==> src/rtl/parity_rr_scheduler.sv <==
// parity_rr_scheduler: round-robin sharing of one 4-bit parity unit among N_REQ requesters
module parity_rr_scheduler #(
  parameter int N_REQ = 4,
  parameter int ERR_CNT_W = 8,
  localparam int IDW = (N_REQ > 1) ? $clog2(N_REQ) : 1
) (
  input  logic                 clk,
  input  logic                 rst,
  input  logic [N_REQ-1:0]     i_req,
  input  logic [N_REQ-1:0]     i_req_mode,
  input  logic [4*N_REQ-1:0]   i_req_data,
  output logic [N_REQ-1:0]     o_req_ack,
  output logic [3:0]           o_pu_a,
  output logic                 o_pu_ctrl,
  input  logic                 i_pu_y,
  output logic                 o_rsp_valid,
  input  logic                 i_rsp_ready,
  output logic [IDW-1:0]       o_rsp_id,
  output logic                 o_rsp_y,
  output logic [ERR_CNT_W-1:0] o_err_cnt,
  input  logic                 i_clr_err,
  output logic                 o_busy
);
  typedef enum logic [1:0] {IDLE, DRIVE, RESP} state_t;
  state_t               r_state, w_next;
  logic [IDW-1:0]       r_rr_ptr, r_gid, w_pick, w_next_ptr;
  logic [31:0]          w_t;
  logic                 w_grant;
  logic [3:0]           r_pu_a;
  logic                 r_pu_ctrl, r_rsp_valid, r_rsp_y;
  logic [IDW-1:0]       r_rsp_id;
  logic [ERR_CNT_W-1:0] r_err_cnt;
  // Scan from rr_ptr+N-1 down to rr_ptr so the nearest asserted request wins
  always_comb begin
    w_pick = '0;
    w_t = '0;
    for (int k = N_REQ - 1; k >= 0; k--) begin
      w_t = 32'(r_rr_ptr) + 32'(k);
      if (w_t >= 32'(N_REQ)) w_t = w_t - 32'(N_REQ);
      if (i_req[w_t[IDW-1:0]]) w_pick = w_t[IDW-1:0];
    end
  end
  always_comb begin
    w_next = r_state;
    w_next = (r_state == IDLE) ? (|i_req ? DRIVE : IDLE) :
             (r_state == DRIVE) ? RESP : (i_rsp_ready ? IDLE : RESP);
  end
  assign w_grant    = (r_state == IDLE) && |i_req && !rst;
  assign w_next_ptr = (r_gid == IDW'(N_REQ - 1)) ? '0 : r_gid + 1'b1;
  assign o_req_ack  = w_grant ? ({{(N_REQ-1){1'b0}}, 1'b1} << w_pick) : '0;
  always_ff @(posedge clk or posedge rst) begin
    if (rst) r_state <= IDLE;
    else r_state <= w_next;
  end
  always_ff @(posedge clk or posedge rst) begin
    if (rst) begin
      r_rr_ptr    <= '0;
      r_gid       <= '0;
      r_pu_a      <= '0;
      r_pu_ctrl   <= 1'b0;
      r_rsp_valid <= 1'b0;
      r_rsp_id    <= '0;
      r_rsp_y     <= 1'b0;
      r_err_cnt   <= '0;
    end else begin
      if (w_grant) begin
        r_pu_a    <= i_req_data[{w_pick, 2'b00} +: 4];
        r_pu_ctrl <= i_req_mode[w_pick];
        r_gid     <= w_pick;
      end
      if (r_state == DRIVE) begin
        r_rsp_y     <= i_pu_y;
        r_rsp_id    <= r_gid;
        r_rsp_valid <= 1'b1;
      end
      if (r_state == RESP && i_rsp_ready) begin
        r_rsp_valid <= 1'b0;
        r_rr_ptr    <= w_next_ptr;
      end
      if (i_clr_err) r_err_cnt <= '0;
      else if (r_state == DRIVE && r_pu_ctrl && i_pu_y && !(&r_err_cnt)) r_err_cnt <= r_err_cnt + 1'b1;
    end
  end
  assign o_pu_a      = r_pu_a;
  assign o_pu_ctrl   = r_pu_ctrl;
  assign o_rsp_valid = r_rsp_valid;
  assign o_rsp_id    = r_rsp_id;
  assign o_rsp_y     = r_rsp_y;
  assign o_err_cnt   = r_err_cnt;
  assign o_busy      = (r_state != IDLE);
endmodule

==> config.mk <==
export PLATFORM = sky130hd
export DESIGN_NAME = parity_rr_scheduler
export DESIGN_NICKNAME = d
export VERILOG_FILES = /design/src/rtl/parity_rr_scheduler.sv
export SDC_FILE = /design/constraint.sdc
export NUM_CORES = 1
export LEC_CHECK = 0
export BUFFER_PORTS_ARGS = -buffer_cell sky130_fd_sc_hd__buf_2
export CAP_MARGIN = 40
export CORE_MARGIN = 8
export CORE_UTILIZATION = 43
export DETAILED_ROUTE_END_ITERATION = 7
export PLACE_DENSITY = 0.75
export SYNTH_ARGS = -nofsm -noshare
export SYNTH_HDL_FRONTEND = slang
export SYNTH_SLANG_ARGS = --single-unit
==> constraint.sdc <==
create_clock -name clk -period 1.55 [get_ports clk]
set_input_delay 0.155 -clock clk [delete_from_list [all_inputs] [get_ports clk]]
set_output_delay 0.155 -clock clk [all_outputs]
set_load 0.01 [all_outputs]
==> results.sh <==
export IMPL_status="complete, but fails checks"
export IMPL_violations="setup timing"
export IMPL_synth_ff_type="dfrtp_1"
export IMPL_tns_ns=-2.93
export IMPL_drt_total_wl_um=3970
export IMPL_worstPathRequired_ns=1.39
export IMPL_rsz0062_at_grt="true"
export IMPL_hold_end="r_state[1]"
export IMPL_slew_viol_final=0
export IMPL_grt_max_degree=19
export IMPL_die_w_um=71.4
export IMPL_power_leakage_nw=1.01
export IMPL_drc_errors=0
export IMPL_grt_ovfl_total=0
export IMPL_cts_buffers=3
export IMPL_grt_pass1_vias=1367
export IMPL_worstRegToRegCells=9
export IMPL_drive_gt1_frac=0.574
export IMPL_drt_iter0_drc=57
export IMPL_min_period_over_period=1.29
export IMPL_diodes=0
export IMPL_synthTopCellsByArea="dfrtp_1 (44%), mux2_2 (6.8%), nor2_1 (6.3%)"
export IMPL_ys_ff_latch=23
export IMPL_num_vias=1285
export IMPL_die_h_um=71.4
export IMPL_fin_nets=241
export IMPL_worst_setup_path_start_kind="flip-flop"
export IMPL_relSlewSlack=0.777
export IMPL_syn_nets=158
export IMPL_r2r_slack_ns=-0.25
export IMPL_cts_htree_levels=1
export IMPL_dr_pass1_iters=6
export IMPL_cts_tree="done"
export IMPL_io_buffers=50
export IMPL_clock_skew_final_ns=0.00221
export IMPL_fp_row_count=20
export IMPL_ys_types=40
export IMPL_grt_pass1_wl_um=6350
export IMPL_intPower_mw=1.80
export IMPL_peakVddDrop_mv=0.911
export IMPL_drv_cap=0
export IMPL_yosys_area_top_type_share=0.436
export IMPL_drt_vias_per_instance=5.31
export IMPL_critPathSlowestCell="dfrtp_1"
export IMPL_final_setup_worst_slack_ns=-0.443
export IMPL_dp_hpwl_um=2760
export IMPL_dp_slack_ns=-0.102
export IMPL_end_kind="output pin"
export IMPL_min_path_type="input port to flip-flop"
export IMPL_antenna_found_initial=0
export IMPL_ant_nets=0
export IMPL_synth_area_mm2=0.00132
export IMPL_setup_viol=17
export IMPL_max_freq_mhz=502
export IMPL_start_util=0.444
export IMPL_hold_viol_final=0
export IMPL_cts_root_buffer="clkbuf_4"
export IMPL_num_io_pins=51
export IMPL_final_common_cell="buf_2"
export IMPL_wl_per_cell_um=16.4
export IMPL_cts_sink_count=23
export IMPL_regToRegStartpoint="r_rr_ptr[0]"
export IMPL_dieArea_mm2=0.00510
export IMPL_gp_congestion=0.833
export IMPL_post_route_util=0.685
export IMPL_p_sw_frac=0.370
export IMPL_pwr_share_comb=0.575
export IMPL_yosysTopAreaCell="dfrtp_1"
export IMPL_stdcell_count=242
export IMPL_syn_avg_cell_area_um2=10.4
export IMPL_synth_edf_count=0
export IMPL_period_needed_ns=1.99
export IMPL_holdWs_ns=0.0459
export IMPL_worst_skew_pair_late_latency_ns=0.31
export IMPL_clkTransAtPathRegs_ns=0.12
export IMPL_whs_path_depth=2
export IMPL_cts_max_path_buffers=2
export IMPL_final_cell_mix="buf_2 (48), buf_4 (25), dfrtp_1 (23), nor2_1 (20), buf_6 (9)"
export IMPL_fill_cells=213
export IMPL_syn_inst=127
export IMPL_place_inst=225
export IMPL_worstMarginPinSlew_ns=0.335
export IMPL_cp_cell_sequence="or2_1 -> or3_4 -> a21o_1 -> buf_12 -> nor2_4 -> buf_6"
export IMPL_yosysWarnings=0
export IMPL_p_switching_mw=1.05
export IMPL_pwr_share_seq=0.328
export IMPL_synthArstFlopShare=1.00
export IMPL_powerDensity_mw_per_mm2=1400
export IMPL_critPathArrivalTime_ns=1.84
export IMPL_path_class="flip-flop to output pin"
export IMPL_core_mm2=0.00298
export IMPL_worstHoldStart="i_rsp_ready"
export IMPL_grt_use_total=0.152
export IMPL_critical_path_max_stage_delay_ns=0.40
export IMPL_ys_seq_area_frac=0.436
export IMPL_r2r_end="o_pu_a[0]"
export IMPL_crit_fanout=9
export IMPL_clock_power_share=0.097
export IMPL_area_growth_syn_to_layout_pct=54.4
[registers in the layout, summed over array words and instances, names as in the netlist]
register / flops
o_err_cnt: 8
o_pu_a: 4
o_rsp_id: 2
r_gid: 2
r_rr_ptr: 2
r_state: 2
o_pu_ctrl: 1
o_rsp_valid: 1
o_rsp_y: 1
[through the flow]
step,total power [mW],area [um^2]
final,2.85,2040
after floorplan,1.74,1340
after detailed placement,2.24,1750
after global placement,2.18,1750
after CTS,2.75,1970
after global routing,3.03,2040
[cells in the mapped netlist (2+ instances only)]
master and number:
nor3_1 2, mux2i_1 6, xor2_1 4, nand3_1 3, nor2_1 22, o22ai_2 3
xnor2_1 2, o21ai_2 4, o22ai_1 3, inv_1 4, nor2b_1 5, dfrtp_1 23
a21boi_0 2, mux2_2 8, o21ai_0 2, ha_1 2, nand2_1 7, buf_6 3
[area by class of cell]
type | instances | area [um^2] | area share
inverter | 4 | 15.0 | 0.00736
multi-input combinational | 94 | 821 | 0.402
clock buffer | 3 | 22.5 | 0.0110
clock inverter | 1 | 5.00 | 0.00245
timing repair buffer | 84 | 559 | 0.274
tap | 33 | 41.3 | 0.0202
sequential | 23 | 576 | 0.282
[worst max path at each step]
stage | slack [ns] | end | depth (start not counted) | start
floorplan | -0.21 | o_pu_a[0] | 8 | r_state[1]
global placement | -0.06 | o_req_ack[1] | 6 | r_state[1]
detailed placement | -0.10 | o_pu_a[2] | 7 | r_rr_ptr[0]
CTS | -0.43 | o_req_ack[1] | 6 | r_state[1]
global route | -0.50 | o_req_ack[1] | 6 | r_state[1]
finish | -0.44 | o_req_ack[1] | 6 | r_state[1]
[power groups by stage]
stage | clock [mW] | sequential (mW) | combinational (mW)
floorplan | 0 | 0.989 | 0.752
global placement | 0 | 0.928 | 1.25
detailed placement | 0 | 0.936 | 1.30
CTS | 0.280 | 0.927 | 1.54
global route | 0.300 | 0.961 | 1.77
finish | 0.275 | 0.936 | 1.64
[layer usage]
layer  up-vias  GRT usage  wire, um
li1        607          -         -
met1       635      0.165      1560
met2        35      0.284      2160
met3         8     0.0307       155
met4         0     0.0554        89
met5         -          0         0
[kinds of logic after synthesis]
logic type | count (synthesis) | synth area share
and+or+nand+nor | 50 | 0.198
adders and majority gates | 2 | 0.0189
DFF | 23 | 0.436
xor gates and xnor gates | 6 | 0.0398
buffers and inverters | 10 | 0.0492
muxes | 15 | 0.122
AOI/OAI and AO/OA | 21 | 0.136
[repair_timing]
item | 4_1_cts | 5_1_grt
cloned | 0 | 0
hold buffers | 1 | 0
pin swaps | 6 | 8
hold endpoints to repair | 5 | 0
gates resized for setup | 23 | 10
endpoints found under the setup margin | 16 | 16
setup buffers | 9 | 3
[worst max-delay path: cells and delay by family (launching register included)]
family	cells	cell delay, ns
compound gates	1	0.20
buf+inv	2	0.25
simple gates	3	0.66
flops	1	0.40
No activity file was read; power rests on OpenSTA's default activity.
